--- src/rtl/rr_grant_scheduler.sv ---
`default_nettype none
// ============================================================================
//  Module      : rr_grant_scheduler
//  Description : Eight-way round-robin scheduler for one shared resource.
//                It drives a registered one-hot grant and the encoded index of
//                that grant. An optional hold limit (MAX_HOLD) preempts a
//                requester that holds the grant too long.
//  Revision    : 1.0 - initial release
// ============================================================================
module rr_grant_scheduler #(
  parameter int MAX_HOLD = 8  // 0 disables preemption; legal range 0..255
) (
  input  logic       clk,
  input  logic       clear,     // asynchronous, active-low
  input  logic       en,
  input  logic [7:0] req,
  output logic [7:0] gnt,
  output logic [2:0] gnt_idx,
  output logic       gnt_valid,
  output logic       preempt
);

  // Hold count at which a still-requesting owner is preempted. The owner then
  // keeps the grant for exactly MAX_HOLD cycles.
  localparam logic       C_PREEMPT_EN = (MAX_HOLD != 0);
  localparam logic [7:0] C_HOLD_LAST  = (MAX_HOLD == 0) ? 8'd0 : 8'(MAX_HOLD - 1);
  localparam logic [7:0] C_HOLD_SAT   = 8'd255;

  typedef enum logic [0:0] {
    ST_IDLE  = 1'b0,
    ST_GRANT = 1'b1
  } state_t;

  state_t     r_state,    w_state_nxt;
  logic [2:0] r_ptr,      w_ptr_nxt;
  logic [7:0] r_hold_cnt, w_hold_nxt;
  logic [7:0] r_gnt,      w_gnt_nxt;
  logic [2:0] r_gnt_idx,  w_idx_nxt;
  logic       r_preempt,  w_preempt_nxt;

  // Arbiter signals
  logic [2:0]  w_start;
  logic [15:0] w_req2;
  logic [7:0]  w_rot;
  logic        w_found;
  logic [2:0]  w_off;
  logic [2:0]  w_win;

  // Grant-end conditions
  logic        w_cur_req;
  logic        w_release;
  logic        w_timeout;

  // Search start: the stored pointer while idle. At the end of a grant, the
  // slot after the current owner. This makes the preempted owner the last
  // candidate.
  always_comb begin
    w_start = (r_state == ST_GRANT) ? (r_gnt_idx + 3'd1) : r_ptr;
  end

  // Rotate the request vector so the search start sits at bit 0, then take
  // the lowest set bit and map it back to an absolute index (mod 8).
  always_comb begin
    w_req2  = {req, req};
    w_rot   = w_req2[w_start +: 8];
    w_found = 1'b0;
    w_off   = 3'd0;
    for (int k = 7; k >= 0; k--) begin
      if (w_rot[k]) begin
        w_found = 1'b1;
        w_off   = 3'(k);
      end
    end
    w_win = w_start + w_off;
  end

  // Release and timeout tests for the current owner
  always_comb begin
    w_cur_req = req[r_gnt_idx];
    w_release = ~w_cur_req;
    w_timeout = C_PREEMPT_EN && w_cur_req && (r_hold_cnt == C_HOLD_LAST);
  end

  // Next-state and next-output logic for the IDLE/GRANT controller
  always_comb begin
    w_state_nxt   = r_state;
    w_ptr_nxt     = r_ptr;
    w_hold_nxt    = r_hold_cnt;
    w_gnt_nxt     = r_gnt;
    w_idx_nxt     = r_gnt_idx;
    w_preempt_nxt = 1'b0;

    case (r_state)
      ST_IDLE: begin
        if (en && w_found) begin
          w_gnt_nxt   = 8'b1 << w_win;
          w_idx_nxt   = w_win;
          w_hold_nxt  = 8'd0;
          w_state_nxt = ST_GRANT;
        end
      end

      ST_GRANT: begin
        if (w_release || w_timeout) begin
          // End of grant: advance the pointer and re-arbitrate in the same
          // edge so a waiting requester gets the resource with no idle gap.
          w_ptr_nxt     = r_gnt_idx + 3'd1;
          w_preempt_nxt = w_timeout;
          w_hold_nxt    = 8'd0;
          if (en && w_found) begin
            w_gnt_nxt   = 8'b1 << w_win;
            w_idx_nxt   = w_win;
            w_state_nxt = ST_GRANT;
          end else begin
            w_gnt_nxt   = 8'd0;
            w_state_nxt = ST_IDLE;
          end
        end else if (r_hold_cnt != C_HOLD_SAT) begin
          w_hold_nxt = r_hold_cnt + 8'd1;
        end
      end

      default: begin
        w_gnt_nxt   = 8'd0;
        w_state_nxt = ST_IDLE;
      end
    endcase
  end

  // State and output registers. Clear acts asynchronously and can interrupt
  // a grant.
  always_ff @(posedge clk or negedge clear) begin
    if (!clear) begin
      r_state    <= ST_IDLE;
      r_ptr      <= 3'd0;
      r_hold_cnt <= 8'd0;
      r_gnt      <= 8'd0;
      r_gnt_idx  <= 3'd0;
      r_preempt  <= 1'b0;
    end else begin
      r_state    <= w_state_nxt;
      r_ptr      <= w_ptr_nxt;
      r_hold_cnt <= w_hold_nxt;
      r_gnt      <= w_gnt_nxt;
      r_gnt_idx  <= w_idx_nxt;
      r_preempt  <= w_preempt_nxt;
    end
  end

  assign gnt       = r_gnt;
  assign gnt_idx   = r_gnt_idx;
  assign gnt_valid = |r_gnt;
  assign preempt   = r_preempt;

endmodule
`default_nettype wire
--- config.mk ---
export PLATFORM = sky130hd
export DESIGN_NAME = rr_grant_scheduler
export DESIGN_NICKNAME = d
export VERILOG_FILES = /design/src/rtl/rr_grant_scheduler.sv
export SDC_FILE = /design/constraint.sdc
export NUM_CORES = 1
export LEC_CHECK = 0
export ABC_AREA = 1
export BUFFER_PORTS_ARGS = -buffer_cell sky130_fd_sc_hd__buf_2
export CORE_ASPECT_RATIO = 1.2
export CORE_UTILIZATION = 41
export DETAILED_ROUTE_END_ITERATION = 10
export SYNTH_ARGS = -nofsm -noshare
export SYNTH_HDL_FRONTEND = slang
export SYNTH_SLANG_ARGS = --single-unit
--- constraint.sdc ---
create_clock -name clk -period 6.3 [get_ports clk]
set_clock_uncertainty 0.05 [all_clocks]
set_input_delay 0.63 -clock clk [delete_from_list [all_inputs] [get_ports clk]]
set_output_delay 0.63 -clock clk [all_outputs]
set_load 0.05 [all_outputs]
# Yosys cells after proc, flatten, opt, wreduce, memory -nomap -nowiden
# Index checks and enable logic that the tools add are counted.
[op_classes] add_sub_neg=3 order_cmp=1 eq_ne=5 shifts=2 muxes=35 bitwise=2 n_reduce_logical=7
[ops] cell="two-way mux 8 bit" n=6
[ops] cell="two-way mux 3 bit" n=11
[ops] cell="case mux 8 bit (2 select lines)" n=2
[ops] cell="variable part select 16 x 4 -> 8 bit" n=1
[ops] cell="two-way mux 1 bit" n=13
[ops] cell="adder 8 x 1 -> 8 bit (second input constant)" n=1
[ops] cell="== test 8 x 3 -> 1 bit (second input constant)" n=1
[ops] cell="!= test 8 bit (second input constant)" n=1
[ops] cell="OR reduction 8 bit" n=1
[ops] cell="left shift 1 x 3 -> 8 bit (first input constant)" n=1
[ops] cell="case mux 3 bit (2 select lines)" n=1
[ops] cell="AND reduction 2 bit" n=3
[ops] cell="< comparator 3 x 4 -> 1 bit (second input constant)" n=1
[ops] cell="adder 3 x 1 -> 3 bit (second input constant)" n=1
[ops] cell="adder 3 bit" n=1
[ops] cell="binary-select mux 1 bit (select 3 bit)" n=1
[ops] cell="!= test 3 x 1 -> 1 bit (second input constant)" n=1
[ops] cell="logical AND 1 bit" n=2
[ops] cell="!= test 2 x 1 -> 1 bit (second input constant)" n=1
[ops] cell="!= test 2 bit (second input constant)" n=1
[ops] cell="inverter 1 bit" n=2
[ops] cell="case mux 1 bit (2 select lines)" n=1
[ops] cell="logical OR 1 bit" n=1
[word_totals] ff_bits=24 inputBits=11 out_inout_bits=13 word_cells=61

# Logic depth before layout (Yosys ltp)
# Gate-level depths: netlist (run 1).
[logic_depth] ltp_word=16 mapped_depth=24 mapped_depth_nobuf=23

# Least setup slack after synthesis (run 1)
# No wires, ideal clock.
[synth_timing] path_type="register to register" from="register r_gnt_idx[0], in the netlist gnt_idx[0]" to="register r_gnt[4], in the netlist gnt[4]" setup_time_ns=0.067 t_arrival_ns=3.308 required_ns=6.183 path_slack_ns=2.875 stages_incl_launch_ff=24 n_path_buf=1 period_less_slack_ns=3.425 path_cell_list="dfrtp_1 -> ha_1 -> inv_1 -> nand2_1 -> o21ai_2 -> buf_6 -> nand3_1 -> nand3_1 -> nand2_1 -> o21ai_0 -> nand2_1 -> nand2_1 -> nand2_1 -> a21boi_0 -> ha_1 -> inv_1 -> fa_1 -> xnor2_1 -> inv_1 -> nand3_1 -> nand2_1 -> inv_1 -> nand3_1 -> nand2_1"
[synth_via] elab_chain_len=16 elab_cells_between_ends=34 classes_between="2 x add/sub; 2 x eq/ne; 2 x shift; 23 x mux; 1 x bitwise; 4 x reduce/logical"
[synth_rtl] item="start: declaration" line_no="38" rtl="logic [2:0] r_gnt_idx, w_idx_nxt;"
[synth_rtl] item="start signal: assignment" line_no="145" rtl="r_gnt_idx <= w_idx_nxt;"
[synth_rtl] item="adder 3 x 1 -> 3 bit" line_no="58" rtl="w_start = (r_state == ST_GRANT) ? (r_gnt_idx + 3'd1) : r_ptr;"
[synth_rtl] item="two-way mux 3 bit" line_no="58"
[synth_rtl] item="variable part select 16 x 4 -> 8 bit" line_no="65" rtl="w_rot = w_req2[w_start +: 8];"
[synth_rtl] item="two-way mux 3 bit (8 in series)" line_no="69" rtl="if (w_rot[k]) begin"
[synth_rtl] item="adder 3 bit" line_no="74" rtl="w_win = w_start + w_off;"
[synth_rtl] item="left shift 1 x 3 -> 8 bit" line_no="96, 111"
[synth_rtl] item="two-way mux 8 bit" line_no="110" rtl="if (en && w_found) begin"
[synth_rtl] item="two-way mux 8 bit" line_no="104" rtl="if (w_release || w_timeout) begin"
[synth_rtl] item="case mux 8 bit (2 select lines)" line_no="93" rtl="case (r_state)"
[synth_rtl] item="end signal: assignment" line_no="144" rtl="r_gnt <= w_gnt_nxt;"
[synth_rtl] item="end: declaration" line_no="37" rtl="logic [7:0] r_gnt, w_gnt_nxt;"
# Parallel ways exist; a longest one is shown, timed or not. The select of a mux whose other input is x is not followed.
# A chain may end at the register's enable or synchronous reset.

# Final worst setup path (run 1)
[layout_timing] from="register r_state" to="register r_gnt[7], in the netlist gnt[7]"
[layout_via] elab_chain_len=15 elab_cells_between_ends=29 classes_between="1 x add/sub; 2 x eq/ne; 2 x shift; 21 x mux; 1 x bitwise; 2 x reduce/logical"
[layout_rtl] item="start: declaration" line_no="34" rtl="state_t r_state, w_state_nxt;"
[layout_rtl] item="start signal: assignment" line_no="141" rtl="r_state <= w_state_nxt;"
[layout_rtl] item="two-way mux 3 bit" line_no="58"
[layout_rtl] item="variable part select 16 x 4 -> 8 bit" line_no="65"
[layout_rtl] item="two-way mux 3 bit (8 in series)" line_no="69"
[layout_rtl] item="adder 3 bit" line_no="74"
[layout_rtl] item="left shift 1 x 3 -> 8 bit" line_no="96, 111"
[layout_rtl] item="two-way mux 8 bit" line_no="110"
[layout_rtl] item="two-way mux 8 bit" line_no="104"
[layout_rtl] item="case mux 8 bit (2 select lines)" line_no="93"
# Parallel ways exist; a longest one is shown, timed or not. The select of a mux whose other input is x is not followed.

==> metrics.yaml, run 1 <==
run_status: "complete, no violations"
max_stage_delay_ns: 0.67
finish.utilization: 0.478
cp_required_ns: 6.46
postSynthNetCount: 312
post_cts_resize_count: 0
synth-seq-cells: 24
r2r-end: "gnt[7]"
final.setup.worst_slack_ns: 2.55
cts_root_buf: "clkbuf_8"
remaining_drc_errors: 0
tightestPinTransition_ns: 0.606
number_of_maximum_capacitance_constraint_violations: 0
timing.final.crit_period_ns: 3.75
synth-edff-count: 0
final-seq-area_um2: 601
die_h_um: 79.7
synth.top_cells.by_area: "dfrtp_1 29%, nand3_1 16%, nand2_1 15%, nand2_2 5.8%, inv_1 4.9%"
fp.dieArea_um2: 5320
timing.slew.headroom: 0.596
totalNegativeSetupSlack_ns: 0
cp_cell_sequence: "inv_2, o21ai_2, nand3_2, nand3_1, nand2_1, o21ai_0, nand2_1, nand2_1, nand2_1, a21boi_0, ha_1, inv_1, fa_1, xnor2_1, inv_1, nand3_1, nand2_1, inv_1, nand3_1, nand2_1"
cts_setup_buffers: 0
clock_latency_ns: 0.27
ys_dominant_reg_cell: "dfrtp_1"
worstPathMaxFanout: 13
gr-total-overflow: 0
synth.cell_area_um2: 2060
max-clock-path-buffers: 2
synth.yosys.seq_area_share: 0.291
ioPinCount: 24
numCtsBuffers: 3
fin_nets: 331
globalplace.congestion: 0.851
antenna_found_initial: 0
synthesis.yosys.warnings: 0
combined_area_of_the_multi_input_logic_cells_um2: 1280
unrepaired_setup_endpoints_after_global_routing: "false"
cts.reportedPaths.clkPinSlew_ns: 0.09
setup.worst_path.end_class: "register"
dpl.hpwl_um: 3830
route.detailed.wl_per_inst_um: 13.0
setup_viol: 0
core_region_um2: 4700
cts.sink_count: 24
synth_top_cells_by_count: "81 x nand2_1, 65 x nand3_1, 27 x inv_1"
detail_route.vias_per_cell: 5.28
data_arrival_time_of_the_critical_path_ns: 3.91
area_delta_synth_final_pct: 8.67
crit_slowest_cell: "dfrtp_1"
cts_max_level: 1
setup.worst_path.class: "reg2reg"
dieWidth_um: 66.8
grt_first_pass_wirelength_um: 8380
count_of_antenna_diodes_in_the_layout: 0
yosys.cell_types.count: 33
port_buffers: 23
syn_inst: 297
timing.final.hold_violations: 0
cpMostUsedCell: "nand2_1"
synthDominantCellAreaShare: 0.291
syn_area_per_cell_um2: 6.95
timing.hold.worst.class: "in2async"
post-synth-top-count-cell: "nand2_1"
max_freq_mhz: 266
drive_above_1_share: 0.222
post_cts_hold_buffer_count: 0
synth_largest_area_cell: "dfrtp_1"
drt-initial-drc-count: 116
routed_wl_um: 4850
tritoncts: "built"
rows: 27
grt_start_max_net_pins: 25
vias: 1970
firstDrtPassIters: 4
crit-reg2reg-launch: "r_state"
grt_pass1_vias: 1890
reg2reg_setup_slack_ns: 2.55
synthArstFlopShare: 1.00
slew_viols_final: 0
pre_cts_slack_ns: 2.59
reg2regPathDepth: 20
fillers: 470
critPathLaunchType: "register"
floorplan.initialDensity: 0.440
globalRouteTotalUtil: 0.204
count_of_antenna_violating_nets_left_after_detailed_routing: 0
min_period_over_period: 0.596
## placed cells by master (no fill, tap or decap)
| cell type | count |
|---|---|
| a21boi_0 | 1 |
| a21oi_1 | 7 |
| buf_2 | 23 |
| bufinv_16 | 1 |
| clkbuf_8 | 3 |
| dfrtp_1 | 24 |
| fa_1 | 1 |
| ha_1 | 3 |
| inv_1 | 27 |
| inv_2 | 1 |
| nand2_1 | 81 |
| nand2_2 | 19 |
| nand2_4 | 1 |
| nand3_1 | 65 |
| nand3_2 | 9 |
| nand3_4 | 1 |
| nand3b_1 | 2 |
| nand4_1 | 3 |
| nor2_1 | 11 |
| nor2_2 | 2 |
| nor2_4 | 1 |
| nor3_1 | 1 |
| nor3b_1 | 1 |
| nor4_1 | 3 |
| o21a_1 | 1 |
| o21ai_0 | 8 |
| o21ai_1 | 1 |
| o21ai_2 | 8 |
| o21ai_4 | 1 |
| o21bai_1 | 1 |
| xnor2_1 | 1 |
| xor2_1 | 3 |
## how the worst max path moves through the flow
stage / start / to / slack [ns] / depth (start not counted)
detailed placement: r_state / gnt[7] / 2.59 / 20
finish: r_state / gnt[7] / 2.55 / 20
floorplan: gnt_idx[0] / gnt[4] / 2.87 / 23
CTS: r_state / gnt[4] / 2.58 / 20
global placement: r_state / gnt[5] / 2.75 / 20
global route: r_state / gnt[4] / 2.02 / 20
## final cells by class
| class | count | area share |
|---|---|---|
| clock buffer | 3 | 0.0184 |
| clock inverter | 1 | 0.0134 |
| sequential | 24 | 0.268 |
| timing repair buffer | 23 | 0.0513 |
| tap | 58 | 0.0323 |
| inverter | 28 | 0.0468 |
| multi-input combinational | 236 | 0.570 |
## worst max-delay path, delay by kind of cell, from the launching register on
kind	cells	cell delay (ns)
buffers and inverters	4	0.47
xor gates and xnor gates	1	0.21
adders and majority gates	2	0.54
AOI/OAI and AO/OA	3	0.89
DFF	1	0.67
and+or+nand+nor	10	0.86
## cell families (layout without fill, tap and decap cells)
logic type                 Yosys count  count (layout)  share of synthesized area
DFF                                 24              24                      0.291
AOI/OAI and AO/OA                   28              28                     0.0915
buffers and inverters               37              55                     0.0897
xor gates and xnor gates             4               4                     0.0170
and+or+nand+nor                    200             200                      0.483
adders and majority gates            4               4                     0.0279
## flip-flops by register name (all words and copies together), names as in the netlist
register    cells
r_state         1
gnt_idx         3
preempt         1
gnt             8
r_hold_cnt      8
r_ptr           3
## routing by layer
metal	track usage	vias up	wire, µm
li1	-	1018	-
met2	0.375	33	2480
met3	0.0129	8	124
met1	0.246	911	2170
met4	0.0660	0	68
met5	0	-	0
## through the flow
stage                     cells  hold slack, ns  area, µm²
after floorplan             297           0.284       2060
after global placement      369           0.463       2170
after detailed placement    369           0.468       2170
after CTS                   373           0.298       2240
after global routing        373           0.325       2240
final                       373           0.283       2240
Power of run 1 is not shown: default switching activity piles up to over one toggle a cycle in this logic, so the estimate is an artifact.
==> run 2: changes to the inputs <==
==> constraint.sdc (replaced) <==
create_clock -name clk -period 3.1 [get_ports clk]
set_clock_uncertainty 0.05 [all_clocks]
set_input_delay 0.31 -clock clk [delete_from_list [all_inputs] [get_ports clk]]
set_output_delay 0.31 -clock clk [all_outputs]
set_load 0.05 [all_outputs]
==> run 2 against run 1 <==
The flow now finishes with violations (setup timing); critical endpoint is now gnt[6]; highest routed layer unchanged; non-clock buffer count up 34; maximum frequency up 20%; design area up 22%; largest cell class unchanged; sequential cell count unchanged; clock-buffer cell count unchanged; wire length up 13%; core utilization up 11 points; via count up 13%; first-iteration DRC count down 16%; global-route usage up 0.94 points; cell count up 9.4%; die area unchanged.
==> metrics.yaml, run 2 (synthesis results as in run 1) <==
area_delta_synth_final_pct: 32.8  # was 8.67%
cp_cell_sequence: "ha_4, inv_4, o21ai_4, buf_6, buf_4, nand3_2, nand3_1, nand2_2, nand2_1, nand2_1, nand2_1, a21boi_2, ha_2, inv_2, fa_2, xnor2_2, inv_1, nand3_2, nand2_4, inv_4, nand3_1, nand2_1"  # was inv_2, o21ai_2, nand3_2, nand3_1, nand2_1, o21ai_0, nand2_1, nand2_1, nand2_1, a21boi_0, ha_1, inv_1, fa_1, xnor2_1, inv_1, nand3_1, nand2_1, inv_1, nand3_1, nand2_1
reg2regPathDepth: 22  # was 20
grt_first_pass_wirelength_um: 8790  # was 8380 µm
globalplace.congestion: 0.878  # was 0.851
routed_wl_um: 5470  # was 4850 µm
max_stage_delay_ns: 0.50  # was 0.67 ns
met2_usage: 0.389  # was 0.375
tightestPinTransition_ns: 0.520  # was 0.606 ns
max-clock-path-buffers: 2  # unchanged
route.detailed.wl_per_inst_um: 13.4  # was 13.0 µm
floorplan.initialDensity: 0.440  # unchanged
setup_viol: 8  # was 0
crit_slowest_cell: "dfrtp_4"  # was dfrtp_1
setup.worst_path.end_class: "register"  # unchanged
met3_usage: 0.0157  # was 0.0129
timing.final.crit_period_ns: 3.14  # was 3.75 ns
cpLargestDelayFamily: "adder cells"  # was compound AO/OA/AOI/OAI gates
worst_hold_path.num_cells: 3
grt.met1_usage: 0.260  # was 0.246
die_h_um: 79.7  # unchanged
timing.hold.worst.start: "en"
path_buf_inv: 6  # was 4
timing.final.hold_violations: 0  # unchanged
hold_path_end: "r_state"
fp.dieArea_um2: 5320  # unchanged
crit-reg2reg-launch: "gnt_idx[0]"  # was r_state
port_buffers: 23  # unchanged
firstDrtPassIters: 4  # unchanged
timing.hold.worst.class: "in2reg"  # was in2async
remaining_drc_errors: 0  # unchanged
vias: 2229  # was 1970
busiest_layer: "met2"  # unchanged
core_region_um2: 4700  # unchanged
cts.reportedPaths.clkPinSlew_ns: 0.08  # was 0.09 ns
unrepaired_setup_endpoints_after_global_routing: "true"  # was false
most-common-layout-cells: "70 x nand2_1, 53 x nand3_1, 30 x buf_4"  # was 81 x nand2_1, 65 x nand3_1, 27 x inv_1
drt-initial-drc-count: 97  # was 116
clock_latency_ns: 0.26  # was 0.27 ns
slew_viols_final: 0  # unchanged
cts_max_level: 1  # unchanged
cts_root_buf: "clkbuf_8"  # unchanged
cpMostUsedCell: "nand2_1"  # unchanged
fin_nets: 366  # was 331
cts.sink_count: 24  # unchanged
timing.slew.headroom: 0.653  # was 0.596
reg2reg_setup_slack_ns: -0.04  # was 2.55 ns
data_arrival_time_of_the_critical_path_ns: 3.29  # was 3.91 ns
dpl.hpwl_um: 4190  # was 3830 µm
count_of_antenna_violating_nets_left_after_detailed_routing: 0  # unchanged
run_status: "finished, violations left"  # was complete, no violations
grt_pass1_vias: 1986  # was 1890
numCtsBuffers: 3  # unchanged
violations: "setup timing"
gr-total-overflow: 0  # unchanged
drive_above_1_share: 0.400  # was 0.222
min_period_over_period: 1.01  # was 0.596
worstPathMaxFanout: 6  # was 13
final.setup.worst_slack_ns: -0.0363  # was 2.55 ns
layout_commonest_cell: "nand2_1"  # unchanged
detail_route.vias_per_cell: 5.46  # was 5.28
globalRouteTotalUtil: 0.213  # was 0.204
setup.worst_path.class: "reg2reg"  # unchanged
number_of_maximum_capacitance_constraint_violations: 0  # unchanged
ioPinCount: 24  # unchanged
max_freq_mhz: 319  # was 266 MHz
rows: 27  # unchanged
cp_required_ns: 3.26  # was 6.46 ns
antenna_found_initial: 0  # unchanged
fin_worst_hold_slack_ns: 0.298  # was 0.283 ns
grt_start_max_net_pins: 25  # unchanged
r2r-end: "gnt[6]"  # was gnt[7]
count_of_antenna_diodes_in_the_layout: 0  # unchanged
critPathLaunchType: "register"  # unchanged
totalNegativeSetupSlack_ns: -0.179  # was 0 ns
dieWidth_um: 66.8  # unchanged
tritoncts: "built"  # unchanged
-- run 2: layer usage --
metal  part of all wire  vias up
met4              0.022        0
met1               0.41     1070
met2               0.54       50
met3              0.028       14
li1                   -     1095
met5                  0        -
-- run 2: metrics by stage --
| stage | util | cells | cell area (µm²) | setup WS, ns |
|---|---|---|---|---|
| 2_1_floorplan | - | 297 | 2090 | 0.00289 |
| 4_1_cts | 0.540 | 401 | 2530 | 0.00573 |
| 6_report | 0.584 | 408 | 2740 | -0.0363 |
| 5_1_grt | 0.584 | 408 | 2740 | -0.237 |
| 3_3_place_gp | 0.513 | 395 | 2410 | -0.0289 |
| 3_5_place_dp | 0.513 | 395 | 2410 | -0.123 |
-- run 2: how the worst max path moves through the flow --
stage,from,endpoint,slack [ns],depth (start not counted)
after floorplan,gnt_idx[0],gnt[5],0.003,23
after global placement,gnt_idx[0],gnt[4],-0.03,21
after detailed placement,gnt_idx[0],gnt[4],-0.12,22
after CTS,gnt_idx[0],gnt[0],0.006,18
after global routing,gnt_idx[0],gnt[6],-0.24,21
final,gnt_idx[0],gnt[6],-0.04,22
-- run 2: layout make-up --
cell class | instances | area, µm²
Fill cell | 449 | 1950
Multi-Input combinational cell | 237 | 1490
Sequential cell | 24 | 607
Timing Repair Buffer | 57 | 393
Inverter | 28 | 113
Tap cell | 58 | 72.6
Clock buffer | 3 | 41.3
Clock inverter | 1 | 30.0
-- run 2: worst min-delay path: cells and delay by family --
family	cells	cell delay, ns
AND/OR/NAND/NOR	2	0.14
buffers and inverters	1	0.13
-- run 2: what timing repair did --
action                     4_1_cts  5_1_grt
hold endpoints to repair        24        0
cloned                           1        0
gates resized for setup          8       39
setup buffers                    0        7
pin swaps                        3       16
setup endpoints to repair        9       10
hold buffers                     1        0
Power of run 2 is left out for the same reason.
